[src/rtl/nibble_serial_adder.sv]
// nibble_serial_adder: multi-cycle adder/subtractor that pushes one 4-bit
// nibble per clock through a single ripple slice, least-significant nibble
// first, keeping the inter-nibble carry in a register. Valid/ready
// handshakes on both the operand and the result side.
module nibble_serial_adder #(
    parameter int WIDTH = 16
) (
    input  logic             clk,
    input  logic             rst_n,
    input  logic             in_valid,
    output logic             in_ready,
    input  logic [WIDTH-1:0] a,
    input  logic [WIDTH-1:0] b,
    input  logic             cin,
    input  logic             sub,
    output logic             out_valid,
    input  logic             out_ready,
    output logic [WIDTH-1:0] s,
    output logic             cout,
    output logic             ovf
);

    localparam int NIBBLES = WIDTH / 4;
    localparam int IDX_W   = (NIBBLES > 1) ? $clog2(NIBBLES) : 1;
    localparam logic [IDX_W-1:0] LAST_IDX = IDX_W'(NIBBLES - 1);

    typedef enum logic [1:0] {
        S_IDLE = 2'd0,
        S_RUN  = 2'd1,
        S_DONE = 2'd2
    } state_t;

    state_t           r_state;
    state_t           w_next;
    logic [IDX_W-1:0] r_idx;
    logic             r_carry;
    logic [WIDTH-1:0] r_a;
    logic [WIDTH-1:0] r_b;
    logic [WIDTH-1:0] r_s;
    logic             r_cout;
    logic             r_ovf;

    logic             w_accept;
    logic             w_last;
    logic [3:0]       w_a_nib;
    logic [3:0]       w_b_nib;
    logic [4:0]       w_slice;
    logic [3:0]       w_sum;
    logic             w_cy;

    // The single 4-bit ripple slice shared by every nibble step.
    function automatic logic [4:0] slice_add(input logic [3:0] x,
                                             input logic [3:0] y,
                                             input logic       c);
        return {1'b0, x} + {1'b0, y} + {4'b0000, c};
    endfunction

    assign w_accept = (r_state == S_IDLE) && in_valid;
    assign w_last   = (r_idx == LAST_IDX);
    assign w_a_nib  = r_a[4*r_idx +: 4];
    assign w_b_nib  = r_b[4*r_idx +: 4];
    assign w_slice  = slice_add(w_a_nib, w_b_nib, r_carry);
    assign w_sum    = w_slice[3:0];
    assign w_cy     = w_slice[4];

    assign s    = r_s;
    assign cout = r_cout;
    assign ovf  = r_ovf;

    // State register.
    always_ff @(posedge clk or negedge rst_n) begin
        if (!rst_n) begin
            r_state <= S_IDLE;
        end else begin
            r_state <= w_next;
        end
    end

    // Next-state logic and handshake outputs decoded from the state.
    always_comb begin
        w_next    = r_state;
        in_ready  = 1'b0;
        out_valid = 1'b0;
        case (r_state)
            S_IDLE: begin
                in_ready = 1'b1;
                if (in_valid) w_next = S_RUN;
            end
            S_RUN: begin
                if (w_last) w_next = S_DONE;
            end
            S_DONE: begin
                out_valid = 1'b1;
                if (out_ready) w_next = S_IDLE;
            end
            default: w_next = S_IDLE;
        endcase
    end

    // Operand capture; subtraction is a + ~b + 1, the +1 entering as carry.
    always_ff @(posedge clk) begin
        if (w_accept) begin
            r_a <= a;
            r_b <= sub ? ~b : b;
        end
    end

    // Nibble index, carry chain and result registers.
    always_ff @(posedge clk or negedge rst_n) begin
        if (!rst_n) begin
            r_idx   <= '0;
            r_carry <= 1'b0;
            r_s     <= '0;
            r_cout  <= 1'b0;
            r_ovf   <= 1'b0;
        end else if (w_accept) begin
            r_idx   <= '0;
            r_carry <= sub ? 1'b1 : cin;
        end else if (r_state == S_RUN) begin
            r_s[4*r_idx +: 4] <= w_sum;
            r_carry           <= w_cy;
            if (w_last) begin
                r_cout <= w_cy;
                // Carry into the MSB is a^b^sum at that bit; xor with carry out.
                r_ovf  <= r_a[WIDTH-1] ^ r_b[WIDTH-1] ^ w_sum[3] ^ w_cy;
            end else begin
                r_idx <= r_idx + 1'b1;
            end
        end
    end

endmodule

[config.mk]
export PLATFORM = sky130hd
export DESIGN_NAME = nibble_serial_adder
export DESIGN_NICKNAME = d
export VERILOG_FILES = /design/src/rtl/nibble_serial_adder.sv
export SDC_FILE = /design/constraint.sdc
export NUM_CORES = 1
export LEC_CHECK = 0
export CORE_UTILIZATION = 50
export CTS_BUF_LIST = sky130_fd_sc_hd__clkbuf_4 sky130_fd_sc_hd__clkbuf_8 sky130_fd_sc_hd__clkbuf_16
export CTS_CLUSTER_SIZE = 28
export DETAILED_ROUTE_END_ITERATION = 10
export PLACE_DENSITY = 0.8
export SLEW_MARGIN = 20
export SYNTH_ARGS = -nofsm -noshare
export SYNTH_HDL_FRONTEND = slang
export SYNTH_SLANG_ARGS = --single-unit
[constraint.sdc]
create_clock -name clk -period 9.6 [get_ports clk]
set_clock_uncertainty 0.2 [all_clocks]
set_input_delay 1.44 -clock clk [delete_from_list [all_inputs] [get_ports clk]]
set_output_delay 1.44 -clock clk [all_outputs]
set_load 0.05 [all_outputs]
==> results.toml <==
[sta]
fmax_mhz = 289
setup-violations-final = 0
fin_tns_setup_ps = 0
max-slew-margin-rel = 0.402
fin_crit_sh = 0.360
tightest_slew_ps = 894
finalCriticalPeriod_ps = 3460
rsz0062_at_grt = "no"
hold_viol_final = 0
slew_viol_final = 0

[yosys]
synthAdderAreaFrac = 0.0612
synthMuxAreaShare = 0.0723
synth_cell_type_count = 34
synth_area_um2 = 2490
synth_nets = 214
ys_seq_area_frac = 0.616
yosys.area_share.simple = 0.0718
synth_compound_area_frac = 0.0983
yosys.area_share.xor_xnor = 0.0632
synthCells = 165
ys_ff_latch = 55
yosysWarnings = 0
postSynthAreaPerCell_um2 = 15.1
synth_top_family_by_area = "compound AO/OA/AOI/OAI gates"

[detailed_routing]
vias = 1544
drt_iter0_drc = 99
avgViaCountPerCell = 5.27
drt-pass1-iter-count = 4
drtAntennaViolNets = 0
wirelength_um = 4350
drc = 0
wl_per_cell_um = 14.9

[finish]
antennaDiodeCount = 0
design_area_um2 = 3220
final_nets = 274
fill_cells = 355
final_common_cell = "clkdlybuf4s50_1"
drive_gt1_frac = 0.102
syn2layout_area_growth_pct = 29.0
final_cell_mix = "56 x clkdlybuf4s50_1, 32 x edfxtp_1, 23 x dfrtp_1"

[die]
fp-row-count = 25
io_pins = 58
die-area_um2 = 5270
die_h_um = 72.6
start_util = 0.524
die_w_um = 72.6
core_um2 = 4750

[power_and_ir_drop]
peakVddDrop_mv = 0.142
comb_power_share = 0.518
intPower_w = 0.000589
power_switching_share = 0.424
clkPwrFrac = 0.122
pwr-share-seq = 0.361
p_leak_nw = 1.25
power.density_nw_per_um2 = 318
p_sw_w = 0.000434

[placed_design]
dp_hpwl_um = 3310
postPlaceCellArea_um2 = 3130
port_buffers = 57
place.gp.congestion = 0.735

[worst_setup_path]
setup.worst_path.end_class = "output pin"
reg2reg_to = "ovf$_DFFE_PN0P_"
crit_arrival_ps = 1820
worstReg2RegStart = "r_idx[0]$_DFFE_PN0P_"
worstSetupStartpointType = "flop"
cp.required_ps = 7960
r2r_slack_ps = 6340
critical-path-max-stage-delay_ps = 790
crit_slowest_cell = "clkdlybuf4s50_1"
ff2ff_path_depth = 7
worst-setup-path-type = "flop to output pin"
worstPathMaxFanout = 7
cpMostUsedCell = "inv_1"
path_cells = "inv_1 -> nand2_1 -> inv_1 -> clkdlybuf4s50_1"

[min_path]
hold_class = "flop to flop"
holdPathEnd = "cout$_DFFE_PN0P_"
min-delay-start = "cout$_DFFE_PN0P_"
hold_depth = 2

[global_route]
antenna_found_initial = 0
grtUsageTotal = 0.186
grt_max_degree = 33
grt_overflow = 0
grt_pass1_vias = 1512
grt_pass1_wl_um = 7280

[clock_network]
htreeDepth = 2
clk_pin_slew_worst_paths_ps = 100
postCtsSetupRepairBufs = 0
root_buffer = "clkbuf_8"
cts_hold_buffers = 0
cts_max_path_buffers = 2
cts_tree = "done"
cts.sinks = 55
insertion_delay_ps = 310
postCtsResizedCells = 0
numCtsBuffers = 5

[run_status]
status = "complete, no violations"

[job]
drv_cap = 0
## worst max-delay path by stage
stage | slack, ps | cells after the start | to | start
floorplan | 6580 | 9 | ovf$_DFFE_PN0P_ | r_idx[0]$_DFFE_PN0P_
global placement | 6280 | 4 | r_carry$_DFFE_PN0P_ | sub
detailed placement | 6200 | 4 | r_carry$_DFFE_PN0P_ | sub
CTS | 6130 | 4 | out_valid | r_state[0]$_DFFE_PN0P_
global route | 6040 | 4 | out_valid | r_state[0]$_DFFE_PN0P_
finish | 6140 | 4 | out_valid | r_state[0]$_DFFE_PN0P_
## through the flow
step | worst slack, ps | power, W | hold slack (ps) | instances | util
after floorplan | 6580 | 0.000750 | 314 | 165 | -
after global placement | 6280 | 0.000891 | 269 | 285 | 0.659
after detailed placement | 6200 | 0.000907 | 286 | 285 | 0.659
after CTS | 6130 | 0.00103 | 308 | 293 | 0.677
after global routing | 6040 | 0.00109 | 334 | 293 | 0.676
final | 6140 | 0.00102 | 303 | 293 | 0.676
## critical path, delay by kind of cell, from the launching register on
| family | cells | cell delay [ps] |
|---|---|---|
| buffers and inverters | 3 | 980 |
| DFF | 1 | 470 |
| and+or+nand+nor | 1 | 70 |
## final cells by class
cell class | count | area (um2) | share of cell area
repair buffers | 58 | 573 | 0.178
well taps | 67 | 83.8 | 0.0261
multi-input cells | 100 | 915 | 0.284
inverters | 5 | 18.8 | 0.00584
flip-flops and latches | 55 | 1540 | 0.478
clock buffers | 5 | 68.8 | 0.0214
clock inverters | 3 | 20.0 | 0.00623
## cell families (layout without fill, tap and decap cells)
logic type | Yosys count | after routing
AOI/OAI and AO/OA | 33 | 33
xor gates and xnor gates | 18 | 18
adders and majority gates | 11 | 11
buffers and inverters | 10 | 71
DFF | 55 | 55
muxes | 8 | 8
and+or+nand+nor | 30 | 30
## metal layers
metal	vias to the layer above	GRT usage	wire, um
met5	-	0	0
li1	742	-	-
met3	4	0.0373	180
met1	746	0.247	1870
met2	52	0.310	2270
met4	0	0.0610	34
## power by group through the flow
| stage | sequential, W | combinational (W) | clock (W) |
|---|---|---|---|
| 2_1_floorplan | 0.000428 | 0.000322 | 0 |
| 3_3_place_gp | 0.000372 | 0.000518 | 0 |
| 3_5_place_dp | 0.000376 | 0.000531 | 0 |
| 4_1_cts | 0.000371 | 0.000534 | 0.000128 |
| 5_1_grt | 0.000378 | 0.000577 | 0.000137 |
| 6_report | 0.000369 | 0.000530 | 0.000124 |
## cells in the mapped netlist
master,n,area (um2)
dfrtp_1,23,576
o211a_1,1,10.0
a21oi_1,5,25.0
and2b_2,1,8.76
nor3_1,1,5.00
and2_4,1,8.76
o22ai_1,2,12.5
buf_2,3,15.0
o22a_1,1,8.76
fa_1,2,40.0
ha_1,9,113
a211oi_1,1,7.51
nor4_4,1,21.3
mux4_2,8,180
a22oi_1,1,7.51
nor3b_2,1,12.5
o31ai_1,1,7.51
and3_1,2,12.5
and2_1,2,12.5
clkbuf_2,1,5.00
xor2_1,18,158
a22o_1,15,131
a21o_1,1,7.51
o21ai_0,4,20.0
edfxtp_1,32,961
nor4b_1,1,8.76
nand3b_1,1,7.51
nor2_1,5,18.8
nand2_1,11,41.3
clkbuf_1,1,3.75
o21bai_1,1,7.51
or3_4,1,11.3
nand3_1,2,10.0
inv_1,5,18.8
## registers in the layout, indices dropped and copies added, names as in the netlist
| signal | cells |
|---|---|
| r_a | 16 |
| r_carry | 1 |
| cout | 1 |
| r_b | 16 |
| s | 16 |
| r_state | 2 |
| ovf | 1 |
| r_idx | 2 |
Power figures use the tool's default switching activity.
